[src/rtl/debug_trace_pkg.sv]
// Shared types and constants for the debug trace UART: line FSM states,
// trace entry layout and ASCII helpers.
package debug_trace_pkg;

    localparam int unsigned LINE_BYTES = 7;

    localparam logic [7:0] ASCII_COLON = 8'h3A;
    localparam logic [7:0] ASCII_CR    = 8'h0D;
    localparam logic [7:0] ASCII_LF    = 8'h0A;

    typedef enum logic [1:0] {
        IDLE = 2'd0,
        LOAD = 2'd1,
        SEND = 2'd2,
        NEXT = 2'd3
    } lineState_e;

    typedef struct packed {
        logic [11:0] pc;
        logic [3:0]  acc;
    } traceEntry_t;

    // Uppercase ASCII hex digit for one nibble.
    function automatic logic [7:0] hexAscii(input logic [3:0] nib);
        hexAscii = (nib < 4'd10) ? (8'h30 + 8'(nib)) : (8'h37 + 8'(nib));
    endfunction

endpackage

[src/rtl/uart_tx_byte.sv]
// UART 8N1 byte transmitter; start=0, LSB first, stop=1, CLK_DIV clocks per bit.
// done pulses during the last clock of the stop bit.
module uart_tx_byte #(
    parameter int unsigned CLK_DIV = 16
) (
    input  logic       clk,
    input  logic       rst,
    input  logic       start,
    input  logic [7:0] data,
    output logic       tx,
    output logic       done,
    output logic       busy
);

    localparam int unsigned CNT_W   = (CLK_DIV > 1) ? $clog2(CLK_DIV) : 1;
    localparam logic [CNT_W-1:0] CNT_LAST = CNT_W'(CLK_DIV - 1);
    localparam logic [CNT_W-1:0] CNT_PRE  = CNT_W'(CLK_DIV - 2);
    localparam logic [3:0]       STOP_IDX = 4'd9;

    logic [CNT_W-1:0] baudCnt;
    logic [3:0]       bitIdx;
    logic [9:0]       frame;

    // Frame shifts right; tx always holds the current bit.
    always_ff @(posedge clk) begin
        if (rst) begin
            tx      <= 1'b1;
            done    <= 1'b0;
            busy    <= 1'b0;
            baudCnt <= '0;
            bitIdx  <= '0;
            frame   <= '1;
        end else begin
            done <= busy && (bitIdx == STOP_IDX) && (baudCnt == CNT_PRE);
            if (!busy) begin
                if (start) begin
                    frame   <= {1'b1, data, 1'b0};
                    tx      <= 1'b0;
                    busy    <= 1'b1;
                    baudCnt <= '0;
                    bitIdx  <= '0;
                end
            end else if (baudCnt == CNT_LAST) begin
                baudCnt <= '0;
                if (bitIdx == STOP_IDX) begin
                    busy <= 1'b0;
                    tx   <= 1'b1;
                end else begin
                    bitIdx <= bitIdx + 4'd1;
                    tx     <= frame[1];
                    frame  <= {1'b1, frame[9:1]};
                end
            end else begin
                baudCnt <= baudCnt + CNT_W'(1);
            end
        end
    end

endmodule

[src/rtl/debug_trace_uart.sv]
// Captures {PC, ACC} on commit into a FIFO and prints each entry as "PPP:A\r\n"
// over UART. Optional macro DEBUG_TRACE_STALL_EN adds the stallReq output.
module debug_trace_uart
    import debug_trace_pkg::*;
#(
    parameter int unsigned CLK_DIV    = 16,
    parameter int unsigned FIFO_DEPTH = 8
) (
    input  logic                        clk,
    input  logic                        rst,
    input  logic                        traceEn,
    input  logic                        commitStrobe,
    input  logic [11:0]                 pcAddr,
    input  logic [3:0]                  accIn,
    output logic                        uartTx,
    output logic [$clog2(FIFO_DEPTH):0] fifoCount,
    output logic [7:0]                  overflowCnt,
    output logic                        busy
`ifdef DEBUG_TRACE_STALL_EN
    ,
    output logic                        stallReq
`endif
);

    localparam int unsigned PTR_W = $clog2(FIFO_DEPTH);
    localparam int unsigned CNT_W = PTR_W + 1;
    localparam logic [2:0]  LAST_BYTE = 3'(LINE_BYTES - 1);

    traceEntry_t      fifoMem [FIFO_DEPTH];
    traceEntry_t      lineReg;
    logic [PTR_W-1:0] wrPtr;
    logic [PTR_W-1:0] rdPtr;
    logic [CNT_W-1:0] countNext;
    logic             push;
    logic             full;
    logic             accept;
    logic             drop;
    logic             pop;

    lineState_e state;
    lineState_e stateNext;
    logic [2:0] byteIdx;
    logic       byteInc;
    logic       txStart;
    logic [7:0] txData;
    logic       txDone;
    logic       txBusy;

    // A pop in the same cycle frees a slot for the incoming capture.
    always_comb begin
        push      = commitStrobe & traceEn;
        full      = (fifoCount == CNT_W'(FIFO_DEPTH));
        accept    = push & (~full | pop);
        drop      = push & ~accept;
        countNext = fifoCount + CNT_W'(accept) - CNT_W'(pop);
    end

    always_comb begin
        stateNext = state;
        pop       = 1'b0;
        txStart   = 1'b0;
        byteInc   = 1'b0;
        case (state)
            IDLE: begin
                if (fifoCount != '0) begin
                    pop       = 1'b1;
                    stateNext = LOAD;
                end
            end
            LOAD: begin
                if (!txBusy) begin
                    txStart   = 1'b1;
                    stateNext = SEND;
                end
            end
            SEND: begin
                if (txDone) begin
                    stateNext = NEXT;
                end
            end
            NEXT: begin
                if (byteIdx == LAST_BYTE) begin
                    stateNext = IDLE;
                end else begin
                    byteInc   = 1'b1;
                    stateNext = LOAD;
                end
            end
            default: stateNext = IDLE;
        endcase
    end

    always_ff @(posedge clk) begin
        if (rst) begin
            state       <= IDLE;
            wrPtr       <= '0;
            rdPtr       <= '0;
            fifoCount   <= '0;
            overflowCnt <= '0;
            busy        <= 1'b0;
            byteIdx     <= '0;
            lineReg     <= '0;
        end else begin
            state     <= stateNext;
            fifoCount <= countNext;
            busy      <= (countNext != '0) | (stateNext != IDLE);
            if (accept) begin
                wrPtr <= wrPtr + PTR_W'(1);
            end
            if (pop) begin
                rdPtr   <= rdPtr + PTR_W'(1);
                lineReg <= fifoMem[rdPtr];
                byteIdx <= '0;
            end else if (byteInc) begin
                byteIdx <= byteIdx + 3'd1;
            end
            if (drop && (overflowCnt != 8'hFF)) begin
                overflowCnt <= overflowCnt + 8'd1;
            end
        end
    end

    always_ff @(posedge clk) begin
        if (accept) begin
            fifoMem[wrPtr] <= '{pc: pcAddr, acc: accIn};
        end
    end

`ifdef DEBUG_TRACE_STALL_EN
    // Raised one slot early so the CPU halts before an entry can be lost.
    always_ff @(posedge clk) begin
        if (rst) begin
            stallReq <= 1'b0;
        end else begin
            stallReq <= traceEn & (fifoCount >= CNT_W'(FIFO_DEPTH - 1));
        end
    end
`endif

    always_comb begin
        txData = ASCII_LF;
        case (byteIdx)
            3'd0:    txData = hexAscii(lineReg.pc[11:8]);
            3'd1:    txData = hexAscii(lineReg.pc[7:4]);
            3'd2:    txData = hexAscii(lineReg.pc[3:0]);
            3'd3:    txData = ASCII_COLON;
            3'd4:    txData = hexAscii(lineReg.acc);
            3'd5:    txData = ASCII_CR;
            default: txData = ASCII_LF;
        endcase
    end

    uart_tx_byte #(
        .CLK_DIV(CLK_DIV)
    ) uTx (
        .clk  (clk),
        .rst  (rst),
        .start(txStart),
        .data (txData),
        .tx   (uartTx),
        .done (txDone),
        .busy (txBusy)
    );

endmodule

[config.mk]
export PLATFORM = sky130hd
export DESIGN_NAME = debug_trace_uart
export DESIGN_NICKNAME = d
export VERILOG_FILES = /design/src/rtl/debug_trace_pkg.sv /design/src/rtl/uart_tx_byte.sv /design/src/rtl/debug_trace_uart.sv
export SDC_FILE = /design/constraint.sdc
export NUM_CORES = 1
export LEC_CHECK = 0
export CAP_MARGIN = 10
export CORE_UTILIZATION = 51
export DETAILED_ROUTE_END_ITERATION = 10
export GPL_ROUTABILITY_DRIVEN = 0
export PLACE_DENSITY_LB_ADDON = 0.05
export SLEW_MARGIN = 10
export SYNTH_ARGS = -nofsm -noshare
export SYNTH_HDL_FRONTEND = slang
export SYNTH_SLANG_ARGS = --single-unit
[constraint.sdc]
create_clock -name clk -period 6.4 [get_ports clk]
set_clock_uncertainty 0.15 [all_clocks]
set_input_delay 0.64 -clock clk [delete_from_list [all_inputs] [get_ports clk]]
set_output_delay 0.64 -clock clk [all_outputs]
set_load 0.02 [all_outputs]
; ---- Word level (Yosys, flattened, before mapping)
; Memories as Yosys holds them, arrays and structs flattened. A register that Yosys moved wholly into a read port is not among the register bits.
; Cells that the tools add are included.
[op_classes]
addsub = 16
multipliers = 0
div_mod_pow = 0
n_lt_le_gt_ge = 4
eq_ne = 16
shifts = 0
muxes = 36
n_bitwise = 7
n_reduce_logical = 12
[ops]
columns = cell, n
row1 = $add 6x4->7 const A, 8
row2 = $pmux 7 s6, 1
row3 = $mux 10, 4
row4 = $mux 7, 4
row5 = $mux 4, 6
row6 = $mux 1, 17
row7 = $eq 4x4->1 const B, 4
row8 = $lt 4x4->1 const B, 4
row9 = $add 3x1->3 const B, 3
row10 = $eq 3x3->1 const B, 3
row11 = $add 4x1->4 const B, 2
row12 = $add 8x1->8 const B, 1
row13 = $ne 8x8->1 const B, 1
row14 = $pmux 2 s4, 1
row15 = $reduce_bool 4->1, 2
row16 = $eq 3x2->1 const B, 2
row17 = $mux 2, 3
row18 = $add 4x1->4, 1
row19 = $eq 2x2->1 const B, 2
row20 = $ne 2x2->1 const B, 2
row21 = $reduce_bool 2->1, 2
row22 = $sub 4x1->4, 1
row23 = $and 1x1->1, 3
row24 = $eq 3x1->1 const B, 1
row25 = 9 further kinds, 13
[totals]
ff_bits = 45
latchBits = 0
mem_bits_rw = 128
romBits = 0
mem_count = 1
[memory_table]
columns = memory, depth, width, read_ports, rd_clocked_by_memory_dff, wr, line_no
row1 = fifoMem, 8, 16, 1, 1, 1, debug_trace_uart.sv:29  ; traceEntry_t fifoMem [FIFO_DEPTH];

; ---- Depth between registers and ports, before layout
; Gate-level depths: netlist of run 1.
[depth]
depth_word = 9
ltp_mapped = 12
ltp_nobuf = 11

; ---- Modules after synthesis
; From an unflattened synthesis of run 1, not the netlist that was laid out.
[hier_totals]
cells_unflattened = 589
hier_area_um2 = 8184.1
[modules_own_cells]
columns = mod, n_inst, cells_each, area_each_um2
row1 = debug_trace_uart, 1, 481, 7173.1
row2 = uart_tx_byte, 1, 108, 1011.0

; ---- Worst setup path after synthesis of run 1
; OpenSTA, ideal clock, no wires.
[synth_timing]
kind = register -> register
startpoint = register fifoCount[2]
endpoint = memory fifoMem[0][0] (netlist name), enable pin
arrival_time_ns = 2.975
required_ns = 5.820
setup_slack_ns = 2.845
path_stages_with_launch = 6
cell_sequence = dfxtp_1 -> inv_1 -> ha_1 -> or3_4 -> a31o_2 -> nor4_1
[synth_between]
elab_chain_cells = 7
elab_cells_between_ends = 9
cone_classes = 1 x eq/ne / 4 x mux / 3 x bitwise / 1 x reduce/logical
[synth_rtl]
columns = item, line_no
row1 = "start, declared", debug_trace_uart.sv:16  ; output logic [$clog2(FIFO_DEPTH):0] fifoCount,
row2 = "start signal, assigned", debug_trace_uart.sv:105  ; fifoCount <= countNext;
row3 = $reduce_bool 4->1, debug_trace_uart.sv:65  ; if (fifoCount != '0) begin
row4 = $mux 1, debug_trace_uart.sv:65
row5 = $mux 1, debug_trace_uart.sv:63  ; case (state)
row6 = $or 1x1->1 (*), debug_trace_uart.sv:53  ; accept = push & (~full | pop);
row7 = $and 1x1->1 (*), debug_trace_uart.sv:53
row8 = $mux 1 (*), debug_trace_uart.sv:124  ; if (accept) begin
row9 = $mux 1 (not written as such) (*), debug_trace_uart.sv:125  ; fifoMem[wrPtr] <= '{pc: pcAddr, acc: accIn};
row10 = "end, declared", debug_trace_uart.sv:29
; Every way passes the cells marked *; elsewhere a longest branch is shown, timed or not.

; ---- Final worst setup path of run 1
[layout_timing]
startpoint = register fifoCount[2]
endpoint = register busy
[layout_between]
elab_chain_cells = 9
elab_cells_between_ends = 14
cone_classes = 2 x add/sub / 1 x eq/ne / 4 x mux / 4 x bitwise / 3 x reduce/logical
[layout_rtl]
columns = item, line_no
row1 = $reduce_bool 4->1, debug_trace_uart.sv:65
row2 = $mux 1, debug_trace_uart.sv:65
row3 = $mux 1, debug_trace_uart.sv:63
row4 = $or 1x1->1, debug_trace_uart.sv:53
row5 = $and 1x1->1, debug_trace_uart.sv:53
row6 = $add 4x1->4, debug_trace_uart.sv:55  ; countNext = fifoCount + CNT_W'(accept) - CNT_W'(pop);
row7 = $sub 4x1->4, debug_trace_uart.sv:55
row8 = $reduce_bool 4->1, debug_trace_uart.sv:106  ; busy <= (countNext != '0) | (stateNext != IDLE);
row9 = $or 1x1->1 (*), debug_trace_uart.sv:106
row10 = "end signal, assigned", debug_trace_uart.sv:106
row11 = "end, declared", debug_trace_uart.sv:18  ; output logic busy
; Marks and branches as above.
; A chain may end at the register's enable or synchronous reset.

==> impl_metrics.csv, run 1 <==
group,metric,value,unit
run_status,status,"finished, final reports clean",
floorplan,row_count,45,
clock_network,cts_tree,"yes",
logic_synthesis,syn_avg_cell_area,14.1,um2
sta,setup_viol_count_final,0,
power_and_ir_drop,p_per_area,386,nW/um2
cells_and_area,finalNetCount,649,
placement,io_buffers,33,
cells_and_area,final_layout_size_suffix_gt1_share,14.9,%
sta,clock.fmax,323,MHz
routing,drcViolationCount,0,
logic_synthesis,synth_top_family_by_area,"multiplexers",
clock_network,cts_hold_buf,0,
worst_setup_path,cpPeakStageDelay,0.37,ns
routing,via_count,4716,
worst_setup_path,cp.required,6.55,ns
worst_setup_path,cp.buffers_inverters,2,
floorplan,core_region_area,15300,um2
worst_setup_path,r2r_cells,11,
global_routing,grt_antenna_before_repair,0,
sta,fin_setup_tns,0,ns
logic_synthesis,yosys.area.top_type,"edfxtp_1",
clock_network,cts_setup_buffers,0,
sta,hold_slack,0.314,ns
worst_setup_path,path_depth,11,
placement,hpwl,9490,um
logic_synthesis,post-synth-top-count-cell,"edfxtp_1",
worst_setup_path,cp-startpoint,"fifoCount[2]$_SDFF_PP0_",
logic_synthesis,synthTopCellsByArea,"edfxtp_1 (48%), dfxtp_1 (15%), mux4_2 (9.0%)",
sta,period_share,48.4,%
cells_and_area,antenna_cells,0,
power_and_ir_drop,switching_share,31.2,%
sta,finalMaxSlewViolations,0,
logic_synthesis,synth_edf_count,128,
power_and_ir_drop,finalPower,3.55,mW
floorplan,start_util,52.5,%
routing,ant_nets,0,
logic_synthesis,synth-seq-area-share,62.5,%
run,drv_cap,0,
power_and_ir_drop,share_clk_of_total_power,29.1,%
clock_network,cts.clk_slew.worst_paths,0.06,ns
logic_synthesis,yosys.area.top_type_share,47.8,%
global_routing,grt_max_degree,60,
worst_hold_path,hp-class,"register to register",
sta,worstMarginPinSlew,1.08,ns
worst_setup_path,path_delay_family,"adder cells",
logic_synthesis,synthFlopType,"edfxtp_1",
floorplan,die_area,16300,um2
logic_synthesis,synth.top_cells.by_count,"edfxtp_1 (128), dfxtp_1 (59), nor2_1 (51), mux4_2 (32), inv_1 (24)",
sta,rsz0062_at_grt,"no",
routing,wirelength,15200,um
logic_synthesis,synth_cells,570,
logic_synthesis,async_flop_share,0,%
logic_synthesis,synthAdderAreaFrac,3.52,%
power_and_ir_drop,p_comb_share,28.0,%
worst_setup_path,cp_data_arrival_time,3.25,ns
logic_synthesis,synth.distinct_cells,62,
floorplan,dieWidth,128,um
sta,fin_crit,3.10,ns
worst_setup_path,crit_slowest_cell,"or3_4",
worst_setup_path,end_kind,"register",
clock_network,ctsResizeCount,0,
clock_network,clock_path_buffers,2,
clock_network,cts_inserted_buffers,17,
logic_synthesis,synth_compound_area_share,8.33,%
routing,firstDrtPassIters,4,
cells_and_area,synthToLayoutAreaGrowth,14.2,%
logic_synthesis,synthMuxAreaShare,11.2,%
logic_synthesis,yosysWarnings,0,
routing,avgViaCountPerCell,5.68,
power_and_ir_drop,leakage,3.06,nW
power_and_ir_drop,p_switching,1.11,mW
worst_setup_path,crit_path_start_kind,"register",
logic_synthesis,synth-xor-area-share,2.07,%
logic_synthesis,ys_ff_latch,187,
clock_network,h-tree-depth,4,
routing,wire_per_inst,18.3,um
worst_hold_path,hp-start,"uTx.frame[8]$_SDFFE_PP1P_",
power_and_ir_drop,seqPwrFrac,43.0,%
worst_setup_path,worst-path-max-fanout,6,
power_and_ir_drop,intPower,2.44,mW
floorplan,die_height,128,um
clock_network,insertion_delay,0.42,ns
routing,drtIter0Drc,272,
power_and_ir_drop,peakVddDrop,337,uV
logic_synthesis,synth_area,8040,um2
worst_setup_path,reg2reg_from,"fifoCount[2]$_SDFF_PP0_",
global_routing,grt_pass1_wl,24900,um
logic_synthesis,yosys.area_share.simple,9.43,%
logic_synthesis,synthesis.nets,612,
global_routing,grt_overflow,0,
clock_network,root_buffer,"clkbuf_16",
worst_hold_path,hold_depth,1,
global_routing,track_usage,20.3,%
global_routing,grt_pass1_vias,4717,
worst_setup_path,critPathKind,"register to register",
cells_and_area,fill_cells,1231,
sta,hold_viol,0,
worst_setup_path,path_cells,"inv_1 -> ha_1 -> or3_4 -> a31o_2 -> o21ai_0 -> ha_1 -> inv_1 -> fa_1 -> xor2_1 -> a41oi_1 -> or3_1",
clock_network,cts.sinks,187,
floorplan,io_pins,34,
sta,slew_headroom,27.8,%
layout make-up:
type | instances | area [um2] | share of cell area (%)
clock inverters | 11 | 138 | 1.50
repair buffers | 45 | 415 | 4.52
well taps | 211 | 264 | 2.88
clock buffers | 20 | 437 | 4.76
multi-input cells | 332 | 2810 | 30.6
inverters | 24 | 90.1 | 0.981
flip-flops and latches | 187 | 5030 | 54.7
metrics by stage:
stage                     instance area (um2)  cells  setup WS [ns]  utilization [%]
after floorplan                          8040    570           2.84                -
after global placement                   8610    799           3.19             56.2
after detailed placement                 8610    799           3.07             56.2
after CTS                                9180    830           3.27             60.0
after global routing                     9180    830           3.07             60.0
final                                    9180    830           3.30             60.0
metal layers:
layer  vias to the layer above  part of all wire (%)  global-route usage [%]
li1                       2257                     -                       -
met1                      2376                    47                    27.1
met2                        74                    49                    33.7
met3                         9                   3.2                    4.44
met4                         0                  0.62                    5.32
met5                         -                     0                       0
cell usage in the layout, fill, tap and decap left out, types with 12 or more instances in the layout:
cell type	instances
edfxtp_1	128
dfxtp_1	58
nor2_1	51
mux4_2	32
clkdlybuf4s50_1	32
inv_1	24
nand2_1	23
a211oi_1	22
a21oi_1	22
ha_1	21
o21ai_0	18
mux2i_1	18
clkbuf_16	17
buf_4	12
cells by family (layout without fill, tap and decap cells):
logic type,count (synthesis),after routing
xor+xnor,19,19
fa+ha+maj,22,22
simple gates,142,142
mux,50,50
flops,187,187
buf+inv,51,100
compound gates,99,99
power by group through the flow:
stage | logic (mW) | clock network [mW] | registers, mW
final | 0.991 | 1.03 | 1.52
after global routing | 1.11 | 1.10 | 1.54
after CTS | 1.01 | 1.06 | 1.52
after detailed placement | 1.01 | 0 | 1.55
after global placement | 0.980 | 0 | 1.54
after floorplan | 0.789 | 0 | 1.52
worst register-to-register path, cell delays in order, from the launching register on:
cell	delay (ns)
dfxtp_1	0.33
inv_1	0.08
ha_1	0.27
or3_4	0.37
a31o_2	0.32
o21ai_0	0.18
ha_1	0.19
inv_1	0.05
fa_1	0.37
xor2_1	0.18
a41oi_1	0.13
or3_1	0.36
sequential cells by signal (all words and copies together), names as in the netlist, 4 cells and up:
register	flops
fifoCount	4
lineReg	16
uTx.baudCnt	4
overflowCnt	8
uTx.frame	8
uTx.bitIdx	4
fifoMem	128
path summary, 6_finish.rpt:
| kind | endpoint | slack, ns |
|---|---|---|
| max | busy$_SDFF_PP0_ | 3.30 |
| min | uTx.frame[8]$_SDFFE_PP1P_ | 0.31 |
| min reg2reg | uTx.frame[8]$_SDFFE_PP1P_ | 0.31 |
| max reg2reg | busy$_SDFF_PP0_ | 3.30 |
Note: power is estimated with default switching activity, not from simulation.
==> run 2: changes to the inputs <==
==> constraint.sdc (replaced) <==
create_clock -name clk -period 2.7 [get_ports clk]
set_clock_uncertainty 0.15 [all_clocks]
set_input_delay 0.27 -clock clk [delete_from_list [all_inputs] [get_ports clk]]
set_output_delay 0.27 -clock clk [all_outputs]
set_load 0.02 [all_outputs]
==> impl_metrics.csv, run 2 (synthesized netlist as in run 1, its figures left out) <==
group,metric,value,unit
run_status,status,"complete, but fails checks",
run_status,violations,"setup timing",
clock_network,insertion_delay,0.42,ns
cells_and_area,largest_reg_flops,128,
worst_setup_path,cp.required,2.85,ns
cells_and_area,top_regs,"fifoMem (128), lineReg (16)",
power_and_ir_drop,switching_share,31.1,%
cells_and_area,fin_util,61.5,%
global_routing,grt_max_degree,40,
floorplan,dieWidth,128,um
placement,placed_area,8800,um2
worst_setup_path,cp-startpoint,"fifoCount[2]$_SDFF_PP0_",
clock_network,h-tree-depth,4,
power_and_ir_drop,p_switching,2.71,mW
worst_setup_path,cp.buffers_inverters,2,
global_routing,grt_pass1_vias,4696,
global_routing,grt_pass1_wl,24700,um
worst_setup_path,cp_data_arrival_time,2.88,ns
sta,finalMaxSlewViolations,0,
routing,avgViaCountPerCell,5.57,
sta,period_share,101,%
cells_and_area,final_layout_size_suffix_gt1_share,18.5,%
global_routing,grt_overflow,0,
routing,drcViolationCount,0,
worst_setup_path,cpPeakStageDelay,0.36,ns
sta,hold_viol,0,
clock_network,cts.sinks,187,
power_and_ir_drop,share_clk_of_total_power,27.8,%
clock_network,clock_path_buffers,2,
power_and_ir_drop,intPower,6.00,mW
sta,worstMarginPinSlew,0.703,ns
worst_setup_path,worst-path-max-fanout,2,
cells_and_area,finalNetCount,663,
floorplan,die_area,16300,um2
sta,setup_viol_count_final,1,
worst_setup_path,path_cells,"inv_4 -> ha_4 -> or3_4 -> a31o_4 -> o21ai_2 -> ha_2 -> inv_2 -> fa_2 -> xor2_2 -> a41oi_1 -> or3_1",
cells_and_area,synthToLayoutAreaGrowth,17.2,%
routing,drtIter0Drc,201,
floorplan,start_util,52.5,%
floorplan,io_pins,34,
worst_setup_path,path_delay_family,"adder cells",
clock_network,cts_tree,"yes",
cells_and_area,antenna_cells,0,
placement,io_buffers,33,
sta,clock.fmax,367,MHz
floorplan,core_region_area,15300,um2
power_and_ir_drop,seqPwrFrac,41.3,%
clock_network,cts_inserted_buffers,17,
sta,hold_slack,0.188,ns
worst_setup_path,reg2reg_from,"fifoCount[2]$_SDFF_PP0_",
power_and_ir_drop,finalPower,8.72,mW
floorplan,row_count,45,
global_routing,grt_antenna_before_repair,0,
clock_network,root_buffer,"clkbuf_16",
power_and_ir_drop,p_per_area,925,nW/um2
power_and_ir_drop,peakVddDrop,779,uV
routing,via_count,4700,
floorplan,die_height,128,um
worst_setup_path,crit_slowest_cell,"dfxtp_4",
worst_setup_path,end_kind,"register",
placement,hpwl,9550,um
run,drv_cap,0,
routing,ant_nets,0,
routing,wirelength,15000,um
power_and_ir_drop,p_comb_share,30.9,%
global_routing,track_usage,20.1,%
worst_setup_path,critPathKind,"register to register",
cells_and_area,final_cell_mix,"edfxtp_1 (128), dfxtp_1 (55), nor2_1 (51), mux4_2 (32), clkdlybuf4s50_1 (32)",
clock_network,cts.clk_slew.worst_paths,0.07,ns
routing,wire_per_inst,17.7,um
routing,firstDrtPassIters,4,
cells_and_area,final_common_cell,"edfxtp_1",
worst_hold_path,hp-class,"input port to register",
worst_setup_path,crit_path_start_kind,"register",
sta,fin_crit,2.73,ns
sta,slew_headroom,53.1,%
cells_and_area,design_area,9420,um2
cells_and_area,top_register,"fifoMem",
clock_network,cts_hold_buf,0,
sta,fin_ws,-0.0266,ns
power_and_ir_drop,leakage,3.15,nW
worst_hold_path,hp-start,"rst",
sta,rsz0062_at_grt,"yes",
[run 2: cell count changes in the layout (fill, tap and decap cells not counted), moves of 2 or more]
cell / previous run / this run
dfxtp_4: 0 / 2
clkinv_4: 1 / 4
inv_6: 3 / 1
buf_12: 0 / 6
buf_4: 12 / 20
ha_1: 21 / 19
inv_1: 24 / 21
inv_2: 0 / 2
dfxtp_1: 58 / 55
[run 2: metal layers]
metal / wire length (um) / global-route usage [%]
met1: 6860 / 26.0
met2: 7490 / 34.2
met3: 532 / 4.94
met4: 96 / 5.11
met5: 0 / 0
[run 2: final timing paths]
path	endpoint	slack [ns]	depth (start not counted)
max reg2reg	busy$_SDFF_PP0_	-0.03	11
min	overflowCnt[2]$_SDFFE_PP0P_	0.19	2
max	busy$_SDFF_PP0_	-0.03	11
min reg2reg	uTx.frame[8]$_SDFFE_PP1P_	0.32	1
[run 2: timing repair]
action,CTS,global route
setup buffers,2,0
gates resized for setup,6,1
setup endpoints to repair,1,2
pin swaps,2,1
[run 2: final cells by class]
cell class / instances / area [um2]
Clock inverter: 12 / 143
Fill cell: 1174 / 5890
Timing Repair Buffer: 59 / 596
Clock buffer: 19 / 433
Multi-Input combinational cell: 332 / 2860
Tap cell: 211 / 264
Inverter: 24 / 92.6
Sequential cell: 187 / 5030
[run 2: stage by stage]
| stage | TNS (ns) | setup WS (ns) | std cells |
|---|---|---|---|
| after global placement | -0.0446 | -0.0446 | 811 |
| after CTS | -0.0557 | -0.0557 | 844 |
| final | -0.0266 | -0.0266 | 844 |
| after floorplan | -11.21 | -0.232 | 570 |
| after detailed placement | -0.119 | -0.119 | 811 |
| after global routing | -0.151 | -0.116 | 844 |
[run 2: power by group through the flow]
stage          clock, mW  sequential [mW]  combinational, mW
2_1_floorplan          0             3.61               1.89
3_3_place_gp           0             3.64               2.54
3_5_place_dp           0             3.66               2.60
4_1_cts             2.47             3.60               2.70
5_1_grt             2.58             3.65               2.99
6_report            2.42             3.60               2.70
[run 2: worst register-to-register path, cell delays in order (launching register included)]
cell	delay, ns
dfxtp_4	0.36
inv_4	0.04
ha_4	0.15
or3_4	0.34
a31o_4	0.23
o21ai_2	0.11
ha_2	0.20
inv_2	0.04
fa_2	0.36
xor2_2	0.17
a41oi_1	0.12
or3_1	0.35
==> RTL edit: new RTL, config.mk and constraints of run 1 <==
Encoding of `lineState_e`: now one-hot (4 bits for 4 states).
--- a/src/rtl/debug_trace_pkg.sv
+++ b/src/rtl/debug_trace_pkg.sv
@@ -8,11 +8,11 @@
     localparam logic [7:0] ASCII_CR    = 8'h0D;
     localparam logic [7:0] ASCII_LF    = 8'h0A;
 
-    typedef enum logic [1:0] {
-        IDLE = 2'd0,
-        LOAD = 2'd1,
-        SEND = 2'd2,
-        NEXT = 2'd3
+    typedef enum logic [3:0] {
+        IDLE = 4'b0001,
+        LOAD = 4'b0010,
+        SEND = 4'b0100,
+        NEXT = 4'b1000
     } lineState_e;
 
     typedef struct packed {
Function: no difference found for any inputs over 10 cycles, from zero or initial values and one cycle with rst high; not proved beyond that.
==> RTL edit against run 1 <==
Wire length decreased by 1.6%. Combinational power decreased by 9.9%. Sequential share of layout area increased by 0.56 points. Sequential cell count grew 2. Utilization grew 0.090 points. Setup slack got worse by 0.42 ns. Cell area shrank 0.22%. Synthesized area fell by 0.26%. Power decreased by 5.0%. Non-clock buffer count down 2. Critical path type unchanged. Largest cell class unchanged. Highest routed layer unchanged.
==> RTL edit: results <==
set metrics [dict create \
    crit_fanout 43 \
    tightest_slew_ns 1.23 \
    clkSlewWorstSetupHoldPaths_ns 0.07 \
    hp-class "reg2reg" \
    ys.warnings.count 0 \
    synthArstFlopShare_pct 0 \
    drtIter0Drc 257 \
    drive_gt1_share_pct 14.2 \
    wirelength_microns 15000 \
    ys_seq_area_share_pct 63.2 \
    avgSynthCellArea_sq_um 14.0 \
    grt-ovfl-total 0 \
    synth_cell_types 55 \
    numCtsBuffers 17 \
    dpl-instance-area_sq_um 8610 \
    routed_via_density 5.62 \
    yosys-top-cells-area "edfxtp_1 48%, dfxtp_1 15%, mux4_2 9.0%" \
    synth_nets 615 \
    yosys-top-cells-count "128 x edfxtp_1, 61 x dfxtp_1, 50 x nor2_1" \
    fillers 1156 \
    synth_ff_type "edfxtp_1" \
    cpPeakStageDelay_ns 0.80 \
    status "completed" \
    dpl.cell_count 800 \
    critical-path-slowest-cell "a21oi_4" \
    grt_max_degree 62 \
    synth-edff-count 128 \
    postCtsSetupRepairBufs 0 \
    place_hpwl_microns 9510 \
    antenna_found_initial 0 \
    grt_pass1_wl_microns 24600 \
    grt_usage_pct 20.3 \
    ir_drop_mv 0.213 \
    cts.path.max_buffers 2 \
    wl_per_cell_microns 18.0 \
    p_leak_nw 2.97 \
    reg_top3 "fifoMem (128), lineReg (16)" \
    diodes 0 \
    first_pass_iters 4 \
    post_cts_resized 0 \
    arrival_ns 3.62 \
    clock_latency_ns 0.43 \
    grt_pass1_vias 4687 \
    path_delay_family "simple AND/OR/NAND/NOR gates" \
    cts_max_level 4 \
    final_nets 650 \
]
==> RTL edit: cell families (layout without fill, tap and decap cells) <==
group           count (synthesis)  in the layout  synth area share (%)
flops                         189            189                  63.2
simple gates                  137            137                  8.52
compound gates                108            108                  9.21
mux                            50             50                  11.2
buf+inv                        50             97                  2.50
fa+ha+maj                      22             22                  3.53
xor+xnor                       17             17                  1.86
==> RTL edit: layout make-up <==
class	count	area, sq um	share of cell area (%)
Inverter	23	86.3	0.942
Clock buffer	18	429	4.68
Multi-Input combinational cell	334	2790	30.5
Timing Repair Buffer	43	400	4.37
Sequential cell	189	5070	55.3
Tap cell	211	264	2.88
Clock inverter	13	123	1.34
==> RTL edit: worst paths after layout <==
kind	to	slack, ns	start	depth (start not counted)
min reg2reg	state[3]$_SDFF_PP0_	0.30	uTx.done$_SDFF_PP0_	2
max	busy$_SDFF_PP0_	2.88	state[0]$_SDFF_PP1_	10
max reg2reg	busy$_SDFF_PP0_	2.88	state[0]$_SDFF_PP1_	10
min	state[3]$_SDFF_PP0_	0.30	uTx.done$_SDFF_PP0_	2
==> RTL edit: worst register-to-register path, cell delays in order (launching register included) <==
cell and delay (ns):
dfxtp_1 0.40, or4b_4 0.52, a21oi_4 0.80, nand2b_1 0.28, nand2_1 0.14, ha_1 0.20
fa_1 0.44, nor2_1 0.11, nand2_1 0.06, nor3b_1 0.17, a21oi_1 0.08
==> RTL edit: metal layers <==
layer	wire (microns)	up-vias	track usage [%]
met5	0	-	0
met4	129	0	6.58
met3	367	9	3.89
met2	7510	64	33.5
met1	6950	2324	27.1
li1	-	2271	-
==> RTL edit: per-stage QoR <==
stage | power, mW | utilization, % | worst slack, ns
after CTS | 3.41 | 60.0 | 2.84
final | 3.37 | 60.0 | 2.88
after global placement | 2.39 | 56.4 | 3.00
after global routing | 3.56 | 60.0 | 2.58
after floorplan | 2.19 | - | 2.81
after detailed placement | 2.42 | 56.4 | 2.85
==> RTL edit: power by group <==
group / switching [mW] / internal [mW] / leakage [nW] / total, mW
sequential: 0.0869 / 1.40 / 1.65 / 1.49
combinational: 0.489 / 0.404 / 1.05 / 0.893
clock: 0.474 / 0.514 / 0.268 / 0.988
total: 1.05 / 2.32 / 2.97 / 3.37
